$ cat config.mk
export PLATFORM = sky130hd
export DESIGN_NAME = instr_fetch
export DESIGN_NICKNAME = d
export VERILOG_FILES = /design/src/rtl/riscv_pkg.sv /design/src/rtl/pc_reg.sv /design/src/rtl/instr_fetch.sv
export SDC_FILE = /design/constraint.sdc
export NUM_CORES = 1
export LEC_CHECK = 0
export CAP_MARGIN = 40
export CORE_MARGIN = 5
export CORE_UTILIZATION = 43
export DETAILED_ROUTE_END_ITERATION = 7
export PLACE_DENSITY = 0.87
export SETUP_SLACK_MARGIN = 0.4
export SLEW_MARGIN = 20
export SYNTH_ARGS = -nofsm -noshare
export SYNTH_HDL_FRONTEND = slang
export SYNTH_SLANG_ARGS = --single-unit
$ cat constraint.sdc
create_clock -name clk -period 5.65 [get_ports clk]
set_clock_uncertainty 0.2 [all_clocks]
set_input_delay 1.13 -clock clk [delete_from_list [all_inputs] [get_ports clk]]
set_output_delay 1.13 -clock clk [all_outputs]
set_load 0.03 [all_outputs]
$ cat src/rtl/riscv_pkg.sv
// Shared fetch-stage types and constants: FSM state encoding, NOP word and
// default reset vector.
package riscv_pkg;

  typedef enum logic [1:0] {
    FETCH = 2'd0,
    WAIT  = 2'd1,
    HOLD  = 2'd2,
    HALT  = 2'd3
  } fetch_state_t;

  localparam logic [31:0] NOP_INSTR        = 32'h0000_0013;
  localparam logic [31:0] DEFAULT_RESET_PC = 32'h0000_0000;

  // Word-align an address by clearing its two low bits.
  function automatic logic [31:0] align_word(input logic [31:0] addr);
    return addr & 32'hFFFF_FFFC;
  endfunction

endpackage

$ cat src/rtl/pc_reg.sv
// Program counter register with load (redirect) and increment-by-4 controls.
// Load wins over increment; pc_plus4 is purely combinational.
module pc_reg
  import riscv_pkg::*;
#(
  parameter logic [31:0] RESET_PC = DEFAULT_RESET_PC
) (
  input  logic        clk,
  input  logic        rst_n,
  input  logic        load,
  input  logic        incr,
  input  logic [31:0] load_pc,
  output logic [31:0] pc,
  output logic [31:0] pc_plus4
);

  logic [31:0] pc_value_reg;

  always_ff @(posedge clk) begin
    if (!rst_n) begin
      pc_value_reg <= RESET_PC;
    end else if (load) begin
      pc_value_reg <= load_pc;
    end else if (incr) begin
      pc_value_reg <= pc_plus4;
    end
  end

  assign pc       = pc_value_reg;
  // Natural 32-bit overflow gives the required wrap from FFFF_FFFC to 0.
  assign pc_plus4 = pc_value_reg + 32'd4;

endmodule

$ cat src/rtl/instr_fetch.sv
// Single-outstanding instruction fetch unit (FETCH/WAIT/HOLD/HALT).
// Optional misaligned-redirect trap enabled by macro FETCH_MISALIGN_CHK_EN.
module instr_fetch
  import riscv_pkg::*;
#(
  parameter logic [31:0] RESET_PC = DEFAULT_RESET_PC
) (
  input  logic        clk,
  input  logic        rst_n,
  output logic        imem_req,
  output logic [31:0] imem_addr,
  input  logic        imem_rvalid,
  input  logic [31:0] imem_rdata,
  input  logic        redirect_valid,
  input  logic [31:0] redirect_pc,
  input  logic        stall,
  output logic        instr_valid,
  output logic [31:0] instruct,
  output logic [31:0] pc,
  output logic [31:0] pc_plus4,
  output logic        misalign_err
);

  fetch_state_t state_reg, state_next;
  logic         instr_valid_reg, instr_valid_next;
  logic [31:0]  instruct_reg, instruct_next;
  logic         kill_reg, kill_next;
  logic         pc_load, pc_incr, req_comb;
  logic         redirect_bad;
  logic [31:0]  redirect_target;

`ifdef FETCH_MISALIGN_CHK_EN
  assign redirect_bad    = redirect_valid & (redirect_pc[1:0] != 2'b00);
  assign redirect_target = redirect_pc;
`else
  assign redirect_bad    = 1'b0;
  assign redirect_target = align_word(redirect_pc);
`endif

  pc_reg #(
    .RESET_PC(RESET_PC)
  ) u_pc_reg (
    .clk     (clk),
    .rst_n   (rst_n),
    .load    (pc_load),
    .incr    (pc_incr),
    .load_pc (redirect_target),
    .pc      (pc),
    .pc_plus4(pc_plus4)
  );

  always_comb begin
    state_next       = state_reg;
    instr_valid_next = instr_valid_reg;
    instruct_next    = instruct_reg;
    kill_next        = kill_reg;
    pc_load          = 1'b0;
    pc_incr          = 1'b0;
    req_comb         = 1'b0;

    if (state_reg != HALT && redirect_bad) begin
      state_next       = HALT;
      instr_valid_next = 1'b0;
      kill_next        = 1'b0;
    end else begin
      case (state_reg)
        FETCH: begin
          if (redirect_valid) begin
            pc_load = 1'b1;
          end else begin
            req_comb   = 1'b1;
            state_next = WAIT;
          end
        end
        WAIT: begin
          if (redirect_valid) begin
            pc_load = 1'b1;
            if (imem_rvalid) begin
              kill_next  = 1'b0;
              state_next = FETCH;
            end else begin
              // Response for the abandoned address is still in flight.
              kill_next = 1'b1;
            end
          end else if (imem_rvalid) begin
            state_next = FETCH;
            if (kill_reg) begin
              kill_next = 1'b0;
            end else begin
              instruct_next    = imem_rdata;
              instr_valid_next = 1'b1;
              state_next       = HOLD;
            end
          end
        end
        HOLD: begin
          if (redirect_valid) begin
            pc_load          = 1'b1;
            instr_valid_next = 1'b0;
            state_next       = FETCH;
          end else if (!stall) begin
            pc_incr          = 1'b1;
            instr_valid_next = 1'b0;
            state_next       = FETCH;
          end
        end
        HALT: begin
          state_next = HALT;
        end
        default: begin
          state_next = FETCH;
        end
      endcase
    end
  end

  always_ff @(posedge clk) begin
    if (!rst_n) begin
      state_reg       <= FETCH;
      instr_valid_reg <= 1'b0;
      instruct_reg    <= NOP_INSTR;
      kill_reg        <= 1'b0;
    end else begin
      state_reg       <= state_next;
      instr_valid_reg <= instr_valid_next;
      instruct_reg    <= instruct_next;
      kill_reg        <= kill_next;
    end
  end

`ifdef FETCH_MISALIGN_CHK_EN
  logic misalign_reg;

  always_ff @(posedge clk) begin
    if (!rst_n) begin
      misalign_reg <= 1'b0;
    end else if (state_reg != HALT && redirect_bad) begin
      misalign_reg <= 1'b1;
    end
  end

  assign misalign_err = misalign_reg;
`else
  assign misalign_err = 1'b0;
`endif

  // Request is masked during reset so a reset cycle never issues a fetch.
  assign imem_req    = req_comb & rst_n;
  assign imem_addr   = pc;
  assign instr_valid = instr_valid_reg;
  assign instruct    = instruct_reg;

endmodule
==> run_results.csv, run 1 <==
group,metric,value,unit
outcome,status,"finished, final reports clean",
global_route,grt_max_degree,32,
layout,largest_reg_flops,32,
sta,period_share,78.5,%
power,finalPower,0.00143,W
cts,post_cts_resize_count,0,
setup_path,startpoint_type,"flip-flop",
cts,cts_hold_buf,0,
routing,drc,0,
synthesis,netlist.top_cell.by_area,"dfxtp_1",
flow_run,cap_violations,0,
global_route,antenna_found_initial,0,
setup_path,path_max_fanout,15,
setup_path,criticalPathCategory,"reg -> out",
cts,clock-sinks,66,
synthesis,ys.flop_type,"dfxtp_1",
global_route,grt_use_total,21.5,%
cts,root_buffer,"clkbuf_8",
routing,avgRoutedWirePerCell,16.1,um
power,p_seq_share,37.3,%
cts,clockBufferDepth,2,
place,io_buffers,190,
routing,wirelength,11800,um
sta,relSlewSlack,42.5,%
synthesis,ys_ff_latch,66,
cts,cts_made_buffers,9,
layout,syn2layout_area_growth,54.2,%
power,vdd_drop_max,0.190,mV
power,clock_power_share,36.7,%
synthesis,ys_seq_area_share,35.7,%
sta,fmax,0.225,GHz
floorplan,start_util,44.6,%
routing,vias,3907,
floorplan,dieArea,0.0106,sq mm
sta,worst_slew_pin_slew,856,ps
cts,clk_pin_slew,70,ps
sta,finalHoldViolations,0,
setup_path,arrival,3110,ps
sta,finalCriticalPeriod,4440,ps
global_route,overflow,0,
setup_path,end_kind,"output port",
routing,initialDrtViolationCount,142,
power,switching_power,0.000431,W
floorplan,row_count,33,
synthesis,ys_warn_count,0,
sta,finalMaxSlewViolations,0,
cts,cts.htree.levels,3,
setup_path,required,4320,ps
global_route,grt_pass1_wl,18000,um
power,leakagePower,2.04,nW
floorplan,core,0.00830,sq mm
synthesis,synth_top_area_share,35.7,%
layout,antenna-diode-count,0,
power,combPwrFrac,26.0,%
synthesis,synthCells,479,
layout,drive_above_1_share,5.41,%
sta,setup_viol,0,
layout,fin_nets,699,
setup_path,critPathTopFamily,"simple AND/OR/NAND/NOR gates",
synthesis,avgSynthCellArea,7.73,sq um
routing,first_pass_iters,4,
cts,cts_setup_buffers,0,
power,power.density_cell_area,250,mW/mm^2
power,swShare,30.2,%
synthesis,syn_area,0.00370,sq mm
place,dp_hpwl,9060,um
synthesis,synth_edf_count,0,
routing,ant_nets,0,
setup_path,crit_chain,"nand4_4, nor4_4, nand2_2, nor2_1, xor2_1, clkdlybuf4s50_1",
floorplan,die_h,103,um
sta,grt_setup_unrepaired,"no",
power,intPower,0.000998,W
worst_hold_path,hold_class,"reg -> reg",
cts,clock_latency,330,ps
global_route,grt_pass1_vias,3785,
layout,nFillCells,656,
routing,viasPerCell,5.32,
cts,cts_tree,"done",
synthesis,synthTopCellsByArea,"dfxtp_1 (36%), nand2_1 (9.0%), buf_4 (7.5%)",
floorplan,die_x,103,um
setup_path,cp_slowest_cell,"nor4_4",
synthesis,async_flop_share,0,%
synthesis,ys_types,50,
floorplan,io_pins,200,
place,globalplace.congestion,0.880,
sta,setup_tns,0,ps
setup_path,slowest_delay,820,ps
setup_path,cp.buffers_inverters,1,
worst reg2reg max path, stage by stage (launching register included):
cell     delay [ps]
dfxtp_1         550
nand4_4         210
nor4_4          820
nand2_2         180
or4_1           540
a31oi_1         140
metrics by stage:
step | setup slack, ps | hold WS (ps) | cell area (sq um) | utilization (%) | instances
floorplan | 1880 | 297 | 3720 | - | 485
global placement | 1600 | 241 | 5390 | 65.0 | 714
detailed placement | 1570 | 248 | 5430 | 65.4 | 717
CTS | 1210 | 256 | 5700 | 68.6 | 733
global route | 1010 | 277 | 5710 | 68.8 | 734
finish | 1210 | 254 | 5710 | 68.8 | 734
path summary, 6_finish.rpt:
| check | end | cells past startpoint | from | slack, ps |
|---|---|---|---|---|
| worst max-delay path | pc_plus4[27] | 6 | u_pc_reg.pc[4] | 1210 |
| worst max register to register | u_pc_reg.pc[27] | 5 | u_pc_reg.pc[4] | 2930 |
| worst min-delay path | instruct[14] | 2 | instruct[14] | 250 |
| worst min register to register | instruct[14] | 2 | instruct[14] | 250 |
layout make-up:
cell class	instances	area (sq um)	area share (%)
Inverter	8	30.0	0.526
Sequential cell	66	1320	23.1
Multi-Input combinational cell	339	1960	34.4
Timing Repair Buffer	200	2000	35.0
Clock buffer	9	124	2.17
Tap cell	105	131	2.30
Clock inverter	7	141	2.48
placed cells by master (no fill, tap or decap), types with 2 or more instances in the layout:
cell type,count
buf_8,2
a22oi_1,5
nor2_1,23
dfxtp_1,66
conb_1,7
inv_1,7
clkdlybuf4s50_1,190
a21oi_1,49
nor4_1,2
nand4_1,11
clkbuf_8,9
a311oi_1,2
o21ai_1,3
xnor2_1,23
a32oi_1,2
nand3_1,22
buf_4,7
o2bb2ai_1,4
or2_1,2
nand2_1,89
xor2_1,18
and2_1,6
ha_1,6
a211oi_1,6
or3_1,4
nor3_1,9
and3_1,3
o21ai_0,14
a31oi_1,7
bufinv_16,4
nor4_4,2
metal layers:
layer | wire length [um] | up-vias | track usage (%)
li1 | - | 1881 | -
met1 | 4330 | 1835 | 23.7
met2 | 5990 | 178 | 38.9
met3 | 1370 | 13 | 7.10
met4 | 132 | 0 | 6.57
met5 | 0 | - | 0
power groups by stage:
stage                     logic (W)  clock network [W]  registers, W
final                      0.000372           0.000525      0.000533
after CTS                  0.000374           0.000535      0.000532
after global routing       0.000394           0.000556      0.000537
after detailed placement   0.000372                  0      0.000543
after floorplan            0.000179                  0      0.000579
after global placement     0.000364                  0      0.000540
cells in the mapped netlist (3+ instances only):
master     count
a211oi_1       6
ha_1           6
nand3_1       22
xor2_1        18
nand4_1       11
o21ai_0       14
and3_1         3
and2_1         6
o2bb2ai_1      4
inv_1          7
buf_4         37
a21oi_1       49
a22oi_1        5
or3_1          4
nor3_1         9
dfxtp_1       66
o21ai_1        3
xnor2_1       23
buf_2          4
nor2_1        23
clkbuf_1      30
a31oi_1        7
nand2_1       89
logic make-up after synthesis:
| group | after synthesis | share of synthesized area, % |
|---|---|---|
| buffers and inverters | 80 | 12.0 |
| AOI/OAI and AO/OA | 99 | 15.8 |
| other | 1 | 0.101 |
| xor gates and xnor gates | 41 | 9.70 |
| and+or+nand+nor | 186 | 24.7 |
| adders and majority gates | 6 | 2.03 |
| DFF | 66 | 35.7 |
No activity file was read; power rests on OpenSTA's default activity.
==> inputs of run 2 (changes only) <==
Settings changed: CORE_UTILIZATION 43 to 40, PLACE_DENSITY 0.87 to 0.82.
Clock period 5.65 ns to 4.28 ns, I/O delays scaled along.
==> run_results.csv, run 2 (synthesized netlist as in run 1, its figures left out) <==
group,metric,value,unit
setup_path,criticalPathCategory,"reg -> out",
sta,finalCriticalPeriod,3770,ps
routing,wirelength,12100,um
worst_hold_path,hold_depth,2,
power,vdd_drop_max,0.185,mV
routing,vias,3885,
layout,mostFrequentLayoutCells,"clkdlybuf4s50_1 (183), nand2_1 (89), dfxtp_1 (66), a21oi_1 (49)",
routing,ant_nets,0,
cts,cts.htree.levels,3,
floorplan,row_count,35,
sta,setup_tns,0,ps
sta,period_share,88.2,%
global_route,grt_pass1_wl,19100,um
setup_path,r2r_slack,1790,ps
power,finalPower,0.00172,W
layout,syn2layout_area_growth,53.3,%
floorplan,dieArea,0.0113,sq mm
sta,finalHoldViolations,0,
sta,grt_setup_unrepaired,"yes",
global_route,grt_max_degree,34,
routing,drc,0,
global_route,grt_use_total,20.7,%
worst_hold_path,min_to,"instruct[3]",
routing,viasPerCell,5.23,
layout,post-route-util,62.0,%
global_route,met3_usage,7.59,%
layout,antenna-diode-count,0,
place,io_buffers,190,
layout,drive_above_1_share,6.33,%
cts,clock_latency,340,ps
cts,clock-sinks,66,
setup_path,required,3220,ps
setup_path,end_kind,"output port",
sta,fmax,0.265,GHz
layout,largest_reg_flops,32,
routing,first_pass_iters,4,
place,dp_hpwl,9190,um
worst_hold_path,hold_path.startpoint,"instruct[3]",
layout,final_common_cell,"clkdlybuf4s50_1",
place,post_dp_cell_area,0.00545,sq mm
floorplan,core,0.00915,sq mm
layout,fin_nets,702,
global_route,top_usage_layer,"met2",
cts,clk_pin_slew,70,ps
cts,clockBufferDepth,2,
outcome,status,"finished, final reports clean",
sta,setup_viol,0,
worst_hold_path,hold_class,"reg -> reg",
sta,finalMaxSlewViolations,0,
layout,layout.cells.non_filler,743,
floorplan,start_util,40.5,%
global_route,grt_pass1_vias,3795,
setup_path,arrival,2720,ps
floorplan,io_pins,200,
routing,avgRoutedWirePerCell,16.2,um
layout,fin_area,0.00568,sq mm
setup_path,regToRegStartpoint,"u_pc_reg.pc[3]",
setup_path,startpoint_type,"flip-flop",
floorplan,die_x,106,um
setup_path,crit_chain,"nand4_1, nor3_4, nand2_2, nor2_1, xor2_1, clkdlybuf4s50_1",
setup_path,slowest_delay,680,ps
setup_path,ff2ff_path_depth,6,
place,globalplace.congestion,0.785,
setup_path,r2r_end,"u_pc_reg.pc[28]",
power,leakagePower,2.10,nW
global_route,overflow,0,
power,power.density_cell_area,303,mW/mm^2
cts,root_buffer,"clkbuf_8",
setup_path,path_max_fanout,9,
flow_run,cap_violations,0,
place,place_inst,725,
setup_path,cp_slowest_cell,"clkdlybuf4s50_1",
sta,worst_slew_pin_slew,630,ps
global_route,antenna_found_initial,0,
global_route,met1_usage,23.3,%
cts,cts_tree,"done",
cts,cts_made_buffers,9,
floorplan,die_h,106,um
routing,initialDrtViolationCount,131,
sta,relSlewSlack,58.0,%
global_route,grtUsageMet2,36.5,%
==> run 2: through the flow <==
step | hold slack, ps | setup slack [ps]
after floorplan | 297 | 785
after global placement | 241 | 473
after detailed placement | 247 | 390
after CTS | 258 | 390
after global routing | 278 | 288
final | 254 | 505
==> run 2: cell type report <==
type	instances	area [sq um]
Timing Repair Buffer	203	2010
Tap cell	111	139
Clock buffer	10	128
Inverter	8	30.0
Fill cell	822	3480
Clock inverter	6	66.3
Sequential cell	66	1320
Multi-Input combinational cell	339	1990
==> run 2: critical path: cells and delay by family, from the launching register on <==
kind          cells  cell delay (ps)
xor+xnor          1              150
buf+inv           1              680
flops             1              510
simple gates      4             1030
==> run 2: worst max path at each step <==
stage,startpoint,endpoint,slack (ps),cells past startpoint
2_1_floorplan,u_pc_reg.pc[3],pc_plus4[24],780,6
3_5_place_dp,u_pc_reg.pc[3],pc_plus4[24],390,6
4_1_cts,u_pc_reg.pc[3],pc_plus4[22],390,6
3_3_place_gp,u_pc_reg.pc[3],pc_plus4[24],470,6
6_report,u_pc_reg.pc[18],pc_plus4[27],510,6
5_1_grt,u_pc_reg.pc[15],pc_plus4[27],290,6
==> run 2: timing repair <==
| item | CTS | global route |
|---|---|---|
| hold buffers | 0 | 0 |
| endpoints found under the setup margin | 17 | 9 |
| pin swaps | 1 | 0 |
| resized for setup | 8 | 7 |
| setup buffers | 2 | 0 |
==> run 2: where the power goes <==
group          total [W]  internal, W  switching [W]  leakage (nW)
combinational   0.000489     0.000218       0.000271          1.46
clock           0.000531     0.000272       0.000259         0.101
sequential      0.000701     0.000650      0.0000514         0.541
total            0.00172      0.00114       0.000581          2.10
==> run 2: per-layer routing <==
| layer | up-vias | routed length (um) |
|---|---|---|
| met5 | - | 0 |
| met4 | 0 | 159 |
| met3 | 12 | 1140 |
| met2 | 152 | 6150 |
| met1 | 1837 | 4600 |
| li1 | 1884 | - |
==> inputs of run 3 (changes only) <==
--- a/config.mk
+++ b/config.mk
@@ -13,3 +13,3 @@
 export SETUP_SLACK_MARGIN = 0.4
-export SLEW_MARGIN = 20
+export SLEW_MARGIN = 10
 export SYNTH_ARGS = -nofsm -noshare
--- a/constraint.sdc
+++ b/constraint.sdc
@@ -4,2 +4,2 @@
 set_output_delay 0.856 -clock clk [all_outputs]
-set_load 0.03 [all_outputs]
+set_load 0.01 [all_outputs]
==> run_results.csv, run 3 (synthesized netlist as in run 1, its figures left out) <==
group,metric,value,unit
setup_path,regToRegStartpoint,"u_pc_reg.pc[2]",
sta,finalHoldViolations,0,
layout,layout.cells.non_filler,740,
floorplan,die_h,106,um
cts,clock-sinks,66,
routing,first_pass_iters,5,
power,vdd_drop_max,0.240,mV
routing,vias,3833,
setup_path,r2r_end,"u_pc_reg.pc[22]",
layout,antenna-diode-count,0,
setup_path,ff2ff_path_depth,6,
layout,multi_input_area,0.00200,sq mm
global_route,grt_max_degree,35,
routing,initialDrtViolationCount,131,
layout,largest_reg_flops,32,
cts,clockBufferDepth,2,
layout,final_common_cell,"clkdlybuf4s50_1",
sta,grt_setup_unrepaired,"no",
sta,period_share,87.1,%
sta,finalMaxSlewViolations,0,
routing,ant_nets,0,
cts,cts.htree.levels,3,
power,power.density_cell_area,275,mW/mm^2
floorplan,core,0.00915,sq mm
layout,fin_nets,699,
sta,finalCriticalPeriod,3730,ps
place,globalplace.congestion,0.790,
global_route,overflow,0,
cts,clk_pin_slew,80,ps
power,leakagePower,2.01,nW
worst_hold_path,hold_path.startpoint,"instruct[22]",
sta,relSlewSlack,41.8,%
flow_run,cap_violations,0,
place,dp_hpwl,8920,um
routing,viasPerCell,5.18,
setup_path,r2r_slack,1940,ps
layout,nFillCells,794,
sta,holdWs,257,ps
cts,cts_hold_buf,0,
floorplan,start_util,40.5,%
place,place_inst,724,
setup_path,required,3220,ps
floorplan,die_x,106,um
sta,setup_viol,0,
routing,drc,0,
setup_path,arrival,2670,ps
global_route,grt_use_total,20.1,%
place,io_buffers,190,
floorplan,row_count,35,
setup_path,path_max_fanout,7,
worst_hold_path,hold_class,"reg -> reg",
outcome,status,"finished, final reports clean",
layout,drive_above_1_share,7.00,%
cts,cts_setup_buffers,0,
worst_hold_path,min_to,"instruct[22]",
cts,cts_tree,"done",
routing,avgRoutedWirePerCell,15.8,um
power,finalPower,0.00156,W
cts,cts_made_buffers,9,
cts,root_buffer,"clkbuf_8",
floorplan,dieArea,0.0113,sq mm
setup_path,startpoint_type,"flip-flop",
layout,syn2layout_area_growth,52.9,%
floorplan,io_pins,200,
layout,post-route-util,61.8,%
setup_path,end_kind,"output port",
sta,worst_slew_pin_slew,872,ps
global_route,grt_pass1_wl,18500,um
layout,regArea,0.00133,sq mm
sta,setup_tns,0,ps
setup_path,criticalPathCategory,"reg -> out",
cts,clock_latency,330,ps
routing,wirelength,11700,um
worst_hold_path,hold_depth,2,
global_route,grt_pass1_vias,3711,
sta,fmax,0.268,GHz
layout,mostFrequentLayoutCells,"clkdlybuf4s50_1 (190), nand2_1 (89), dfxtp_1 (59), a21oi_1 (49)",
global_route,antenna_found_initial,0,
==> run 3: cell count changes in the layout (fill, tap and decap cells not counted), moves of 2 or more <==
cell / previous run / this run
dfxtp_1: 66 / 59
clkdlybuf4s50_1: 183 / 190
clkbuf_2: 2 / 0
buf_4: 11 / 9
dlygate4sd2_1: 3 / 0
dlymetal6s2s_1: 2 / 0
clkinvlp_4: 0 / 2
dfxtp_2: 0 / 7
==> run 3: power breakdown <==
part	total, W	switching [W]	internal [W]	leakage, nW
clock network	0.000475	0.000249	0.000226	0.0882
logic	0.000379	0.000157	0.000221	1.38
registers	0.000704	0.0000527	0.000651	0.543
==> run 3: area by class of cell <==
cell class / count / share of cell area (%)
clock inverters: 6 / 0.752
clock buffers: 10 / 2.43
multi-input cells: 339 / 35.3
well taps: 111 / 2.45
repair buffers: 200 / 35.1
flip-flops and latches: 66 / 23.5
inverters: 8 / 0.531
==> run 3: repair_timing <==
action,in CTS,in global routing
setup endpoints to repair,4,8
pin swaps,1,1
gates resized for setup,5,7
==> run 3: worst max path at each step <==
stage | start | to | cells after the start
after floorplan | u_pc_reg.pc[3] | pc_plus4[24] | 6
after global placement | u_pc_reg.pc[2] | pc_plus4[24] | 6
after detailed placement | u_pc_reg.pc[2] | pc_plus4[24] | 6
after CTS | u_pc_reg.pc[3] | pc_plus4[28] | 6
after global routing | u_pc_reg.pc[2] | pc_plus4[22] | 6
final | u_pc_reg.pc[2] | pc_plus4[28] | 6
==> run 3: through the flow <==
step,area (sq um),setup WS (ps)
after floorplan,3720,1230
after global placement,5420,603
after detailed placement,5440,591
after CTS,5640,420
after global routing,5660,401
final,5660,552
==> run 3: worst max-delay path: stages (launching register included) <==
cell,delay [ps]
dfxtp_2,420
ha_4,200
nand3_1,180
or4_4,520
nor4_4,270
xor2_2,190
clkdlybuf4s50_1,570
==> run 3: layer usage <==
metal	GRT usage, %	vias to the layer above	routed length (um)
met1	23.1	1800	4630
li1	-	1881	-
met5	0	-	0
met4	4.26	0	128
met3	8.38	9	1130
met2	35.0	143	5840
